File: src/rtl/conv_encoder_k3.sv
`timescale 1ns/1ps
// -----------------------------------------------------------------------------
// conv_encoder_k3
//   Rate-1/2, constraint-length-3 convolutional encoder. Each frame is
//   FRAME_LEN serial data bits. Every bit becomes one 2-bit symbol {g0,g1}.
//   Two zero tail bits follow the data, so the encoder always ends a frame in
//   state 0. The Viterbi traceback downstream depends on that final state.
//
// Parameters
//   FRAME_LEN  data bits per frame, 1..255 (tail not included)
//   G0         generator for sym_o[1]; bit2=u, bit1=s1, bit0=s2
//   G1         generator for sym_o[0]; same tap mapping
//
// Ports
//   clk, rst        rising-edge clock, asynchronous active-high reset
//   start_i         opens a frame when idle; ignored at any other time
//   din_valid_i/din_i/din_ready_o   serial data bit handshake
//   sym_valid_o/sym_o/sym_ready_i   coded symbol handshake
//   sym_last_o      marks the second tail symbol of the frame
//   busy_o          frame in progress (from start until last symbol accepted)
//   frame_done_o    one-cycle pulse when the last symbol is accepted
//   sym_cnt_o       (only with CONV_ENC_SYMCNT_EN) saturating count of
//                   symbols transferred since reset
//
// Build option
//   CONV_ENC_SYMCNT_EN  adds the sym_cnt_o port and its counter
// -----------------------------------------------------------------------------
module conv_encoder_k3 #(
    parameter int unsigned FRAME_LEN = 16,
    parameter logic [2:0]  G0        = 3'b111,
    parameter logic [2:0]  G1        = 3'b101
) (
    input  logic        clk,
    input  logic        rst,
    input  logic        start_i,
    input  logic        din_valid_i,
    input  logic        din_i,
    output logic        din_ready_o,
    output logic        sym_valid_o,
    output logic [1:0]  sym_o,
    input  logic        sym_ready_i,
    output logic        sym_last_o,
    output logic        busy_o,
    output logic        frame_done_o
`ifdef CONV_ENC_SYMCNT_EN
    ,
    output logic [15:0] sym_cnt_o
`endif
);

    typedef enum logic [1:0] {IDLE, DATA, TAIL, DRAIN} state_t;

    localparam logic [7:0] LAST_DATA = 8'(FRAME_LEN - 1);

    state_t     state, state_nx;
    logic [7:0] cnt, cnt_nx;
    logic [1:0] sreg, sreg_nx;     // {s1,s2}
    logic       out_free;
    logic       sym_xfer;
    logic       enc_en;
    logic       enc_u;
    logic       enc_last;
    logic [2:0] taps;

    // The output register can accept a new symbol when it is empty, or when
    // its current symbol leaves during this cycle.
    assign out_free = !sym_valid_o || sym_ready_i;
    assign sym_xfer = sym_valid_o && sym_ready_i;
    assign taps     = {enc_u, sreg};
    assign busy_o   = (state != IDLE);

    always_comb begin
        state_nx     = state;
        cnt_nx       = cnt;
        sreg_nx      = sreg;
        enc_en       = 1'b0;
        enc_u        = 1'b0;
        enc_last     = 1'b0;
        din_ready_o  = 1'b0;
        frame_done_o = 1'b0;
        case (state)
            IDLE: begin
                if (start_i) begin
                    state_nx = DATA;
                    cnt_nx   = 8'd0;
                    sreg_nx  = 2'b00;
                end
            end
            DATA: begin
                din_ready_o = out_free;
                if (din_valid_i && out_free) begin
                    enc_en = 1'b1;
                    enc_u  = din_i;
                    if (cnt == LAST_DATA) begin
                        state_nx = TAIL;
                        cnt_nx   = 8'd0;
                    end else begin
                        cnt_nx = cnt + 8'd1;
                    end
                end
            end
            TAIL: begin
                // The tail is encoded only when the output register has room,
                // so backpressure stalls the tail in the same way as the data.
                if (out_free) begin
                    enc_en = 1'b1;
                    cnt_nx = cnt + 8'd1;
                    if (cnt == 8'd1) begin
                        enc_last = 1'b1;
                        state_nx = DRAIN;
                    end
                end
            end
            DRAIN: begin
                // The only symbol left in the register is the last one.
                if (sym_xfer) begin
                    frame_done_o = 1'b1;
                    state_nx     = IDLE;
                end
            end
            default: state_nx = IDLE;
        endcase
        if (enc_en)
            sreg_nx = {enc_u, sreg[1]};
    end

    always_ff @(posedge clk or posedge rst) begin
        if (rst) begin
            state <= IDLE;
            cnt   <= 8'd0;
            sreg  <= 2'b00;
        end else begin
            state <= state_nx;
            cnt   <= cnt_nx;
            sreg  <= sreg_nx;
        end
    end

    // Output register. If no new symbol is written, the current symbol is
    // held until it is accepted.
    always_ff @(posedge clk or posedge rst) begin
        if (rst) begin
            sym_valid_o <= 1'b0;
            sym_o       <= 2'b00;
            sym_last_o  <= 1'b0;
        end else if (enc_en) begin
            sym_valid_o <= 1'b1;
            sym_o       <= {^(G0 & taps), ^(G1 & taps)};
            sym_last_o  <= enc_last;
        end else if (sym_ready_i) begin
            sym_valid_o <= 1'b0;
            sym_last_o  <= 1'b0;
        end
    end

`ifdef CONV_ENC_SYMCNT_EN
    always_ff @(posedge clk or posedge rst) begin
        if (rst)
            sym_cnt_o <= 16'd0;
        else if (sym_xfer && (sym_cnt_o != 16'hFFFF))
            sym_cnt_o <= sym_cnt_o + 16'd1;
    end
`endif

endmodule
File: config.mk
export PLATFORM = sky130hd
export DESIGN_NAME = conv_encoder_k3
export DESIGN_NICKNAME = d
export VERILOG_FILES = /design/src/rtl/conv_encoder_k3.sv
export SDC_FILE = /design/constraint.sdc
export NUM_CORES = 1
export LEC_CHECK = 0
export CAP_MARGIN = 10
export CORE_ASPECT_RATIO = 1.1
export CORE_MARGIN = 10
export CORE_UTILIZATION = 48
export DETAILED_ROUTE_END_ITERATION = 8
export PLACE_DENSITY = 0.74
export SYNTH_ARGS = -nofsm -noshare
export SYNTH_HDL_FRONTEND = slang
export SYNTH_SLANG_ARGS = --single-unit
export TNS_END_PERCENT = 5
File: constraint.sdc
create_clock -name clk -period 2.1 [get_ports clk]
set_clock_uncertainty 0.1 [all_clocks]
set_input_delay 0.42 -clock clk [delete_from_list [all_inputs] [get_ports clk]]
set_output_delay 0.42 -clock clk [all_outputs]
set_load 0.01 [all_outputs]
# Word level (Yosys, flattened, before mapping)
# Index checks and enable logic that the tools add are counted.
# classes
addsub	1
mul	0
n_div	0
n_lt_le_gt_ge	0
eq_ne	11
shift	0
mux	29
bitwise	0
reduce_logical	15
# ops
cell	count
$mux W8	4
$pmux W8 S3	1
$mux W2	9
$mux W1	13
$ne A2 B2 Y1 const B	6
$add A8 B1 Y8 const B	1
$eq A8 B1 Y1 const B	1
$eq A8 B4 Y1 const B	1
$pmux W2 S4	1
$reduce_bool A2 Y1	4
$reduce_and A6 Y1	1
$reduce_xor A3 Y1	2
$eq A2 B2 Y1 const B	2
$reduce_and A4 Y1	1
$reduce_bool A3 Y1	1
$eq A2 B1 Y1 const B	1
$logic_and A1 B1 Y1	2
$logic_not A2 Y1	1
$pmux W1 S2	1
$reduce_and A2 Y1	1
$logic_not A1 Y1	1
$logic_or A1 B1 Y1	1
# totals
register_bits	16
latchBits	0
mem_bits_rw	0
romBits	0
inputBits	6
output_inout_bits	7
mem_count	0

# Depth between registers and ports, before layout
# Gate-level depths: netlist of run 1.
# logic_depth
depth_word	7
depth_mapped	7
depth_no_buf	6

# Worst setup path before layout of run 1
# No wires, ideal clock.
# synth_path
kind	reg2reg
from	register state[0]
to	register cnt[7]
arrival_time_ps	1732
t_required_ps	1874
slack_ps	142
stages_incl_launch_ff	8
n_path_buf	1
period_less_slack_ps	1958
path_cell_list	dfrtp_1 > inv_1 > ha_1 > inv_1 > a22oi_1 > or2_2 > clkbuf_1 > a221o_1
# synth_via
elab_chain_cells	3
elab_cells_between_ends	9
cone_classes	eq/ne (5); mux (1); reduce/logical (3)
# synth_rtl
element	line	text
from (decl)	55	state_t state, state_nx;
from (signal assigned)	133	state <= state_nx;
$eq A2 B1 Y1, or another cell as far along	81	case (state)
$ne A2 B2 Y1 (no source line) or $reduce_bool A3 Y1 (tied branches)	-	
$reduce_and A4 Y1 (no source line)	-	
to (signal assigned)	134	cnt <= cnt_nx;
to (decl)	56	logic [7:0] cnt, cnt_nx;
# Parallel ways exist; a longest one is shown, timed or not.
# A chain may end at the register's enable or synchronous reset.

# Worst setup path in the final report of run 1
# layout_path
from	register state[0]
to	register state[1]
# layout_via
elab_chain_cells	3
elab_cells_between_ends	12
cone_classes	eq/ne (9); mux (1); reduce/logical (2)
# layout_rtl
element	line
$eq A2 B2 Y1, or another cell as far along	81
$ne A2 B2 Y1 (no source line)	-
$reduce_and A6 Y1 (no source line)	-
# Parallel ways exist; a longest one is shown, timed or not.

==> report_table.html, run 1 <==
<table>
<tr><th>Metric</th><th>Value</th></tr>
<tr><th colspan="2">Outcome</th></tr>
<tr><td>Run status</td><td>finished, final reports clean</td></tr>
<tr><th colspan="2">Drt</th></tr>
<tr><td>Routed Wire Length</td><td>2339 µm</td></tr>
<tr><td>DRC violation count after routing</td><td>0</td></tr>
<tr><td>Number of DRC markers after the initial detailed-route iteration</td><td>33</td></tr>
<tr><td>Detail Route Antenna Nets</td><td>0</td></tr>
<tr><td>Routed wire per std cell</td><td>approximately 15 µm</td></tr>
<tr><td>DR pass1 iterations</td><td>5</td></tr>
<tr><td>Via density per instance</td><td>between 5 and 6</td></tr>
<tr><td>Routed via count</td><td>approximately 860</td></tr>
<tr><th colspan="2">Placement</th></tr>
<tr><td>Number of cells after detailed placement</td><td>150</td></tr>
<tr><td>DPL Wire Length</td><td>between 1500 and 2000 µm</td></tr>
<tr><td>Routability congestion estimate from global placement</td><td>between 0.7 and 0.8</td></tr>
<tr><td>Pre-CTS setup slack</td><td>-0.1264 ns</td></tr>
<tr><td>IO Port Bufs</td><td>12</td></tr>
<tr><th colspan="2">Power</th></tr>
<tr><td>Leakage power total</td><td>approximately 0.64 nW</td></tr>
<tr><td>Maximum VDD drop</td><td>1005 µV</td></tr>
<tr><td>Post-layout power</td><td>about 0.0017 W</td></tr>
<tr><td>Power density normalized to cell area</td><td>between 1000 and 1500 nW/µm²</td></tr>
<tr><th colspan="2">Logic synthesis</th></tr>
<tr><td>Cell area after technology mapping</td><td>slightly above 1000 µm²</td></tr>
<tr><td>Portion of the post-synthesis area used by sequential elements</td><td>0.3936</td></tr>
<tr><td>Number of distinct library cells after synthesis</td><td>35</td></tr>
<tr><td>#FFs+latches synth</td><td>16</td></tr>
<tr><td>Post-synthesis cell count</td><td>between 100 and 150</td></tr>
<tr><td>Nets in the synthesized netlist</td><td>around 110</td></tr>
<tr><td>Number of synthesized flops with an enable pin</td><td>0</td></tr>
<tr><td>Async set or reset register ratio after synthesis</td><td>1.000</td></tr>
<tr><td>Yosys warning count</td><td>0</td></tr>
<tr><td>Mean cell area of the mapped netlist</td><td>around 10 µm²</td></tr>
<tr><td>Leading register cell type out of synthesis</td><td>sky130_fd_sc_hd__dfrtp_1</td></tr>
<tr><th colspan="2">Floorplan</th></tr>
<tr><td>Cell row count</td><td>17</td></tr>
<tr><td>Height of the die</td><td>about 68 µm</td></tr>
<tr><td>Starting density of the core</td><td>0.5034</td></tr>
<tr><td>I/O pin count</td><td>13</td></tr>
<tr><td>Horizontal die dimension</td><td>~64 µm</td></tr>
<tr><td>Placeable Area</td><td>between 2000 and 2500 µm²</td></tr>
<tr><td>Die Footprint</td><td>~4400 µm²</td></tr>
<tr><th colspan="2">Global route</th></tr>
<tr><td>Overall overflow remaining after global route</td><td>0</td></tr>
<tr><td>Initial antenna violation count</td><td>0</td></tr>
<tr><td>Maximum number of pins on one net before global-route repair</td><td>17</td></tr>
<tr><td>Global router's overall resource usage</td><td>0.1157</td></tr>
<tr><td>First-pass GRT wire length</td><td>approximately 4000 µm</td></tr>
<tr><td>Via count of the first global-routing pass</td><td>just under 900</td></tr>
<tr><th colspan="2">Clock tree</th></tr>
<tr><td>Worst skew pair latency</td><td>about 0.29 ns</td></tr>
<tr><td>Clock root cell</td><td>sky130_fd_sc_hd__clkbuf_4</td></tr>
<tr><td>Number of clock buffers inserted by TritonCTS</td><td>3</td></tr>
<tr><td>H-tree level count</td><td>1</td></tr>
<tr><td>Hold Buf Count CTS</td><td>0</td></tr>
<tr><td>Clock-pin slew reported for the worst setup and hold paths after clock tree synthesis</td><td>~0.10 ns</td></tr>
<tr><td>Number of sinks on the clock net</td><td>16</td></tr>
<tr><td>Number of buffers on the longest clock path</td><td>2</td></tr>
<tr><td>Clock tree from TritonCTS</td><td>built</td></tr>
<tr><th colspan="2">Timing</th></tr>
<tr><td>Final setup vio count</td><td>0</td></tr>
<tr><td>Pin slew with the least headroom to its limit</td><td>roughly 0.62 ns</td></tr>
<tr><td>Tmin final</td><td>between 1.5 and 2 ns</td></tr>
<tr><td>Number of hold-slack violations in the final timing report</td><td>0</td></tr>
<tr><td>Max-slew violation count</td><td>0</td></tr>
<tr><td>Worst setup slack after layout</td><td>0.1291 ns</td></tr>
<tr><td>Worst-case hold slack</td><td>approximately 0.39 ns</td></tr>
<tr><td>Setup repair after global routing missed its margin</td><td>false</td></tr>
<tr><td>Relative slew slack</td><td>0.5894</td></tr>
<tr><td>Max frequency</td><td>0.5074 GHz</td></tr>
<tr><td>Final worst-path cycle share</td><td>0.9385</td></tr>
<tr><th colspan="2">Setup path</th></tr>
<tr><td>Buffers &amp; Inverters on Critical Path</td><td>1</td></tr>
<tr><td>Slowest cell on the critical path</td><td>sky130_fd_sc_hd__dfrtp_1</td></tr>
<tr><td>Crit end category</td><td>flip-flop</td></tr>
<tr><td>Critical path class</td><td>reg2reg</td></tr>
<tr><td>Element type at the critical path start</td><td>flip-flop</td></tr>
<tr><td>Highest cell delay on the worst timing path</td><td>roughly 0.39 ns</td></tr>
<tr><td>Reg2Reg Launch Point</td><td>state[0]</td></tr>
<tr><td>Worst-path maximum fanout</td><td>5</td></tr>
<tr><td>Arrival time at the worst endpoint</td><td>between 2 and 2.5 ns</td></tr>
<tr><td>Launching instance or port of the critical path</td><td>state[0]</td></tr>
<tr><td>Crit path max-delay family</td><td>compound AO/OA/AOI/OAI gates</td></tr>
<tr><td>Worst path required time</td><td>between 2 and 2.5 ns</td></tr>
<tr><td>Critical path, cell by cell</td><td>inv_1, ha_1, o21ai_0, a22oi_1, a2111oi_4, mux2_4</td></tr>
<tr><th colspan="2">Finish</th></tr>
<tr><td>Final instance count without filler cells</td><td>~160</td></tr>
<tr><td>Area growth from synthesis to final layout</td><td>28.17%</td></tr>
<tr><td>Diode insertion count for antenna repair</td><td>0</td></tr>
<tr><td>Layout fillers</td><td>approximately 170</td></tr>
<tr><td>Final nets</td><td>142</td></tr>
<tr><td>Layout cell share with drive strength beyond 1</td><td>0.2188</td></tr>
<tr><th colspan="2">Min path</th></tr>
<tr><td>Class of the worst hold path</td><td>in2async</td></tr>
<tr><th colspan="2">Flow run</th></tr>
<tr><td>Max_cap viols</td><td>0</td></tr>
</table>
==> cell usage after synthesis, drive strengths merged, types with 2 or more instances <==
| master | n | share of area |
|---|---|---|
| o31ai | 2 | 0.015 |
| or2 | 2 | 0.012 |
| a221o | 4 | 0.039 |
| inv | 10 | 0.037 |
| nand3 | 7 | 0.039 |
| nor3 | 2 | 0.015 |
| nand2b | 2 | 0.012 |
| dfrtp | 16 | 0.39 |
| nor2 | 8 | 0.030 |
| mux2 | 2 | 0.026 |
| and3 | 5 | 0.031 |
| a31oi | 2 | 0.012 |
| a22oi | 2 | 0.015 |
| ha | 7 | 0.086 |
| o21ai | 8 | 0.039 |
| nand2 | 6 | 0.022 |
==> placed cells by master, fill, tap and decap left out, types with 2 or more instances in the layout <==
| cell type | n |
|---|---|
| sky130_fd_sc_hd__nand3_1 | 6 |
| sky130_fd_sc_hd__nand2b_1 | 2 |
| sky130_fd_sc_hd__clkdlybuf4s50_1 | 9 |
| sky130_fd_sc_hd__dlygate4sd2_1 | 3 |
| sky130_fd_sc_hd__dfrtp_1 | 16 |
| sky130_fd_sc_hd__nor2_1 | 8 |
| sky130_fd_sc_hd__inv_1 | 9 |
| sky130_fd_sc_hd__clkbuf_4 | 3 |
| sky130_fd_sc_hd__a22oi_1 | 2 |
| sky130_fd_sc_hd__ha_1 | 6 |
| sky130_fd_sc_hd__a31oi_1 | 2 |
| sky130_fd_sc_hd__nand2_1 | 6 |
| sky130_fd_sc_hd__and3_1 | 5 |
| sky130_fd_sc_hd__o31ai_1 | 2 |
| sky130_fd_sc_hd__buf_4 | 12 |
| sky130_fd_sc_hd__o21ai_0 | 7 |
| sky130_fd_sc_hd__a221o_1 | 4 |
| sky130_fd_sc_hd__or2_2 | 2 |
==> worst paths after layout <==
kind                                    end  cells past startpoint  slack (ns)
worst max-delay path               state[1]                      6        0.13
worst min-delay path            sym_valid_o                      2        0.39
worst max register to register     state[1]                      6        0.13
worst min register to register     sym_o[0]                      2        0.39
max in group asynchronous            cnt[0]                      2        1.12
min in group clk                   sym_o[0]                      2        0.39
==> power breakdown <==
group	leakage [nW]	switching [W]	internal, W
Combinational	0.409	0.000533	0.000514
Sequential	0.215	0.0000786	0.000391
Clock	0.0210	0.000105	0.000106
==> cell type report <==
cell class	count	area [µm²]	share of cell area
inverters	10	37.54	0.02879
repair buffers	24	206.4	0.1583
flip-flops and latches	16	400.4	0.3071
well taps	28	35.03	0.02687
clock buffers	4	36.28	0.02783
multi-input cells	74	588.1	0.4511
==> per-stage QoR <==
step / TNS [ns] / util / cell area, µm²
3_3_place_gp: -0.5438 / 0.6155 / 1244
3_5_place_dp: -0.7222 / 0.6155 / 1244
5_1_grt: 0 / 0.6452 / 1304
4_1_cts: 0 / 0.6415 / 1296
2_1_floorplan: 0 / - / 1017
6_report: 0 / 0.6452 / 1304
==> state kept, by name, indices dropped and copies added, names as in the netlist <==
register	cells
sreg	2
sym_o	2
cnt	8
sym_last_o	1
state	2
sym_valid_o	1
==> cell families (layout without fill, tap and decap cells) <==
family,count (synthesis),count (layout),synth area share
and+or+nand+nor,37,37,0.2128
buffers and inverters,11,38,0.04059
adders and majority gates,7,7,0.08610
muxes,3,3,0.03567
AOI/OAI and AO/OA,25,25,0.2005
xor gates and xnor gates,2,2,0.03075
DFF,16,16,0.3936
==> layer usage <==
metal,vias up,global-route usage,share of wire
met5,-,0,0
met4,0,0.04098,0.013
met3,5,0.02773,0.026
li1,427,-,-
met1,419,0.1274,0.44
met2,12,0.2139,0.52
==> what timing repair did <==
| action | in CTS | in global routing |
|---|---|---|
| gates resized for setup | 6 | 1 |
| cloned | 0 | 0 |
| endpoints found under the setup margin | 3 | 5 |
| buffers inserted | 1 | 1 |
| pin swaps | 0 | 1 |
(Power assumes the default switching activity.)
==> run 2, diff against run 1 <==
--- a/config.mk
+++ b/config.mk
@@ -8,9 +8,9 @@
 export CAP_MARGIN = 10
 export CORE_ASPECT_RATIO = 1.1
 export CORE_MARGIN = 10
-export CORE_UTILIZATION = 48
+export CORE_UTILIZATION = 53
 export DETAILED_ROUTE_END_ITERATION = 8
-export PLACE_DENSITY = 0.74
+export PLACE_DENSITY = 0.77
 export SYNTH_ARGS = -nofsm -noshare
 export SYNTH_HDL_FRONTEND = slang
 export SYNTH_SLANG_ARGS = --single-unit
==> constraint.sdc (replaced) <==
create_clock -name clk -period 2.2 [get_ports clk]
set_clock_uncertainty 0.1 [all_clocks]
set_input_delay 0.44 -clock clk [delete_from_list [all_inputs] [get_ports clk]]
set_output_delay 0.44 -clock clk [all_outputs]
set_load 0.01 [all_outputs]
==> report_table.html, run 2 (synthesis gave the netlist of run 1 again) <==
<table>
<tr><th>Metric</th><th>Value</th></tr>
<tr><th colspan="2">Clock tree</th></tr>
<tr><td>Hold Buf Count CTS</td><td>0</td></tr>
<tr><td>Clock-pin slew reported for the worst setup and hold paths after clock tree synthesis</td><td>0.10 ns</td></tr>
<tr><td>Clock root cell</td><td>sky130_fd_sc_hd__clkbuf_4</td></tr>
<tr><td>H-tree level count</td><td>1</td></tr>
<tr><td>Worst skew pair latency</td><td>~0.29 ns</td></tr>
<tr><td>Number of buffers on the longest clock path</td><td>2</td></tr>
<tr><td>Number of clock buffers inserted by TritonCTS</td><td>3</td></tr>
<tr><td>Clock tree from TritonCTS</td><td>built</td></tr>
<tr><td>Number of sinks on the clock net</td><td>16</td></tr>
<tr><th colspan="2">Drt</th></tr>
<tr><td>Number of DRC markers after the initial detailed-route iteration</td><td>22</td></tr>
<tr><td>DRC violation count after routing</td><td>0</td></tr>
<tr><td>Routed Wire Length</td><td>2283 µm</td></tr>
<tr><td>Via density per instance</td><td>about 5.8</td></tr>
<tr><td>Routed via count</td><td>850</td></tr>
<tr><td>Routed wire per std cell</td><td>roughly 16 µm</td></tr>
<tr><td>Detail Route Antenna Nets</td><td>0</td></tr>
<tr><td>DR pass1 iterations</td><td>4</td></tr>
<tr><th colspan="2">Finish</th></tr>
<tr><td>Final nets</td><td>about 140</td></tr>
<tr><td>Area growth from synthesis to final layout</td><td>27.31%</td></tr>
<tr><td>Register name with the most flops</td><td>cnt</td></tr>
<tr><td>Max reg flops</td><td>8</td></tr>
<tr><td>Layout cell share with drive strength beyond 1</td><td>0.2109</td></tr>
<tr><td>Diode insertion count for antenna repair</td><td>0</td></tr>
<tr><td>Highest-count cells in the layout ignoring fill and taps</td><td>sky130_fd_sc_hd__dfrtp_1, sky130_fd_sc_hd__buf_4, sky130_fd_sc_hd__inv_1</td></tr>
<tr><td>Most common cell after layout, fill and taps aside</td><td>sky130_fd_sc_hd__dfrtp_1</td></tr>
<tr><th colspan="2">Global route</th></tr>
<tr><td>Met3 Resource Use GR</td><td>0.02692</td></tr>
<tr><td>Met1 usage</td><td>0.1342</td></tr>
<tr><td>Initial antenna violation count</td><td>0</td></tr>
<tr><td>Maximum number of pins on one net before global-route repair</td><td>17</td></tr>
<tr><td>Global router's overall resource usage</td><td>0.1190</td></tr>
<tr><td>Grt met2 use</td><td>0.2067</td></tr>
<tr><td>First-pass GRT wire length</td><td>about 3800 µm</td></tr>
<tr><td>Busiest layer in global routing</td><td>met2</td></tr>
<tr><td>Overall overflow remaining after global route</td><td>0</td></tr>
<tr><td>Via count of the first global-routing pass</td><td>~840</td></tr>
<tr><th colspan="2">Setup path</th></tr>
<tr><td>Element type at the critical path start</td><td>flip-flop</td></tr>
<tr><td>Crit end category</td><td>flip-flop</td></tr>
<tr><td>Depth of the worst register-to-register path</td><td>7</td></tr>
<tr><td>Arrival time at the worst endpoint</td><td>2.18 ns</td></tr>
<tr><td>Worst-path maximum fanout</td><td>6</td></tr>
<tr><td>Worst path required time</td><td>~2.3 ns</td></tr>
<tr><td>Critical path class</td><td>reg2reg</td></tr>
<tr><th colspan="2">Timing</th></tr>
<tr><td>Max frequency</td><td>approximately 0.47 GHz</td></tr>
<tr><td>Relative slew slack</td><td>0.5895</td></tr>
<tr><td>Setup total negative slack</td><td>0 ns</td></tr>
<tr><td>Final setup vio count</td><td>0</td></tr>
<tr><td>Final worst-path cycle share</td><td>0.9577</td></tr>
<tr><td>Worst-case hold slack</td><td>slightly below 0.4 ns</td></tr>
<tr><td>Max-slew violation count</td><td>0</td></tr>
<tr><td>Tmin final</td><td>~2.1 ns</td></tr>
<tr><td>Pin slew with the least headroom to its limit</td><td>between 0.6 and 0.7 ns</td></tr>
<tr><td>Number of hold-slack violations in the final timing report</td><td>0</td></tr>
<tr><td>Setup repair after global routing missed its margin</td><td>false</td></tr>
<tr><th colspan="2">Flow run</th></tr>
<tr><td>Max_cap viols</td><td>0</td></tr>
<tr><th colspan="2">Power</th></tr>
<tr><td>Reg power frac</td><td>0.269</td></tr>
<tr><td>Post-layout power</td><td>roughly 0.0016 W</td></tr>
<tr><td>Leakage power total</td><td>0.6590 nW</td></tr>
<tr><td>Maximum VDD drop</td><td>roughly 750 µV</td></tr>
<tr><td>Power density normalized to cell area</td><td>about 1300 nW/µm²</td></tr>
<tr><td>Internal Pwr Total</td><td>between 0.0009 and 0.001 W</td></tr>
<tr><td>Fraction of power spent switching nets</td><td>0.4093</td></tr>
<tr><td>Proportion of power drawn by the clock network</td><td>0.121</td></tr>
<tr><td>Net switching component of the power</td><td>about 0.00067 W</td></tr>
<tr><td>Gate power share</td><td>0.610</td></tr>
<tr><th colspan="2">Floorplan</th></tr>
<tr><td>I/O pin count</td><td>13</td></tr>
<tr><td>Starting density of the core</td><td>0.5646</td></tr>
<tr><td>Die Footprint</td><td>4073 µm²</td></tr>
<tr><td>Cell row count</td><td>16</td></tr>
<tr><td>Placeable Area</td><td>between 1500 and 2000 µm²</td></tr>
<tr><td>Height of the die</td><td>approximately 66 µm</td></tr>
<tr><td>Horizontal die dimension</td><td>between 60 and 70 µm</td></tr>
<tr><th colspan="2">Placement</th></tr>
<tr><td>Routability congestion estimate from global placement</td><td>0.8288</td></tr>
<tr><td>IO Port Bufs</td><td>12</td></tr>
<tr><td>DPL Wire Length</td><td>1769 µm</td></tr>
<tr><th colspan="2">Min path</th></tr>
<tr><td>Worst Hold Path Cells</td><td>2</td></tr>
<tr><td>Class of the worst hold path</td><td>reg2reg</td></tr>
<tr><th colspan="2">Outcome</th></tr>
<tr><td>Run status</td><td>finished, final reports clean</td></tr>
</table>
## run 2: changes by cell type in the layout (fill, tap and decap cells not counted), sizes merged
cell          before  now
dlygate4sd2        3    2
dlymetal6s2s       0    1
## run 2: path summary, 6_finish.rpt
check | from | slack (ns) | to
max | state[1] | 0.09 | cnt[3]
min in group asynchronous | rst | 0.41 | cnt[4]
min reg2reg | sym_o[0] | 0.39 | sym_o[0]
max reg2reg | state[1] | 0.09 | cnt[3]
max in group asynchronous | rst | 1.19 | sym_o[0]
min | sym_o[0] | 0.39 | sym_o[0]
## run 2: power by group through the flow
| stage | clock [W] | sequential, W | combinational, W |
|---|---|---|---|
| final | 0.000198 | 0.000441 | 0.00100 |
| after floorplan | 0 | 0.000446 | 0.000610 |
| after global placement | 0 | 0.000443 | 0.000927 |
| after global routing | 0.000219 | 0.000453 | 0.00110 |
| after CTS | 0.000201 | 0.000443 | 0.000990 |
| after detailed placement | 0 | 0.000450 | 0.000964 |
## run 2: repair_timing
action,CTS,global route
setup buffers,1,1
gates resized for setup,4,2
setup endpoints to repair,2,6
## run 2: per-layer routing
layer / up-vias / share of wire
met2: 20 / 0.50
met4: 0 / 0.0096
met5: - / 0
met3: 4 / 0.051
li1: 427 / -
met1: 399 / 0.44
## run 2: through the flow
step	instances	utilization	worst slack [ns]	area [µm²]
after floorplan	101	-	0.2424	1017
after global placement	140	0.6833	-0.03081	1231
after detailed placement	140	0.6833	-0.06484	1231
after CTS	145	0.7132	0.02239	1285
after global routing	146	0.7188	0.0007476	1295
final	146	0.7188	0.09311	1295
## run 2: worst max-delay path, stage by stage, from the launching register on
cell and delay, ns:
sky130_fd_sc_hd__dfrtp_1 0.43, sky130_fd_sc_hd__inv_1 0.15, sky130_fd_sc_hd__ha_1 0.21, sky130_fd_sc_hd__inv_1 0.08
sky130_fd_sc_hd__o21ai_0 0.46, sky130_fd_sc_hd__nor3_2 0.09, sky130_fd_sc_hd__buf_4 0.18, sky130_fd_sc_hd__a221o_1 0.30
## run 2: area by class of cell
cell class,count,area [µm²]
Clock buffer,4,36.28
Fill cell,123,506.7
Inverter,10,37.54
Multi-Input combinational cell,74,588.1
Sequential cell,16,400.4
Tap cell,18,22.52
Timing Repair Buffer,24,210.2
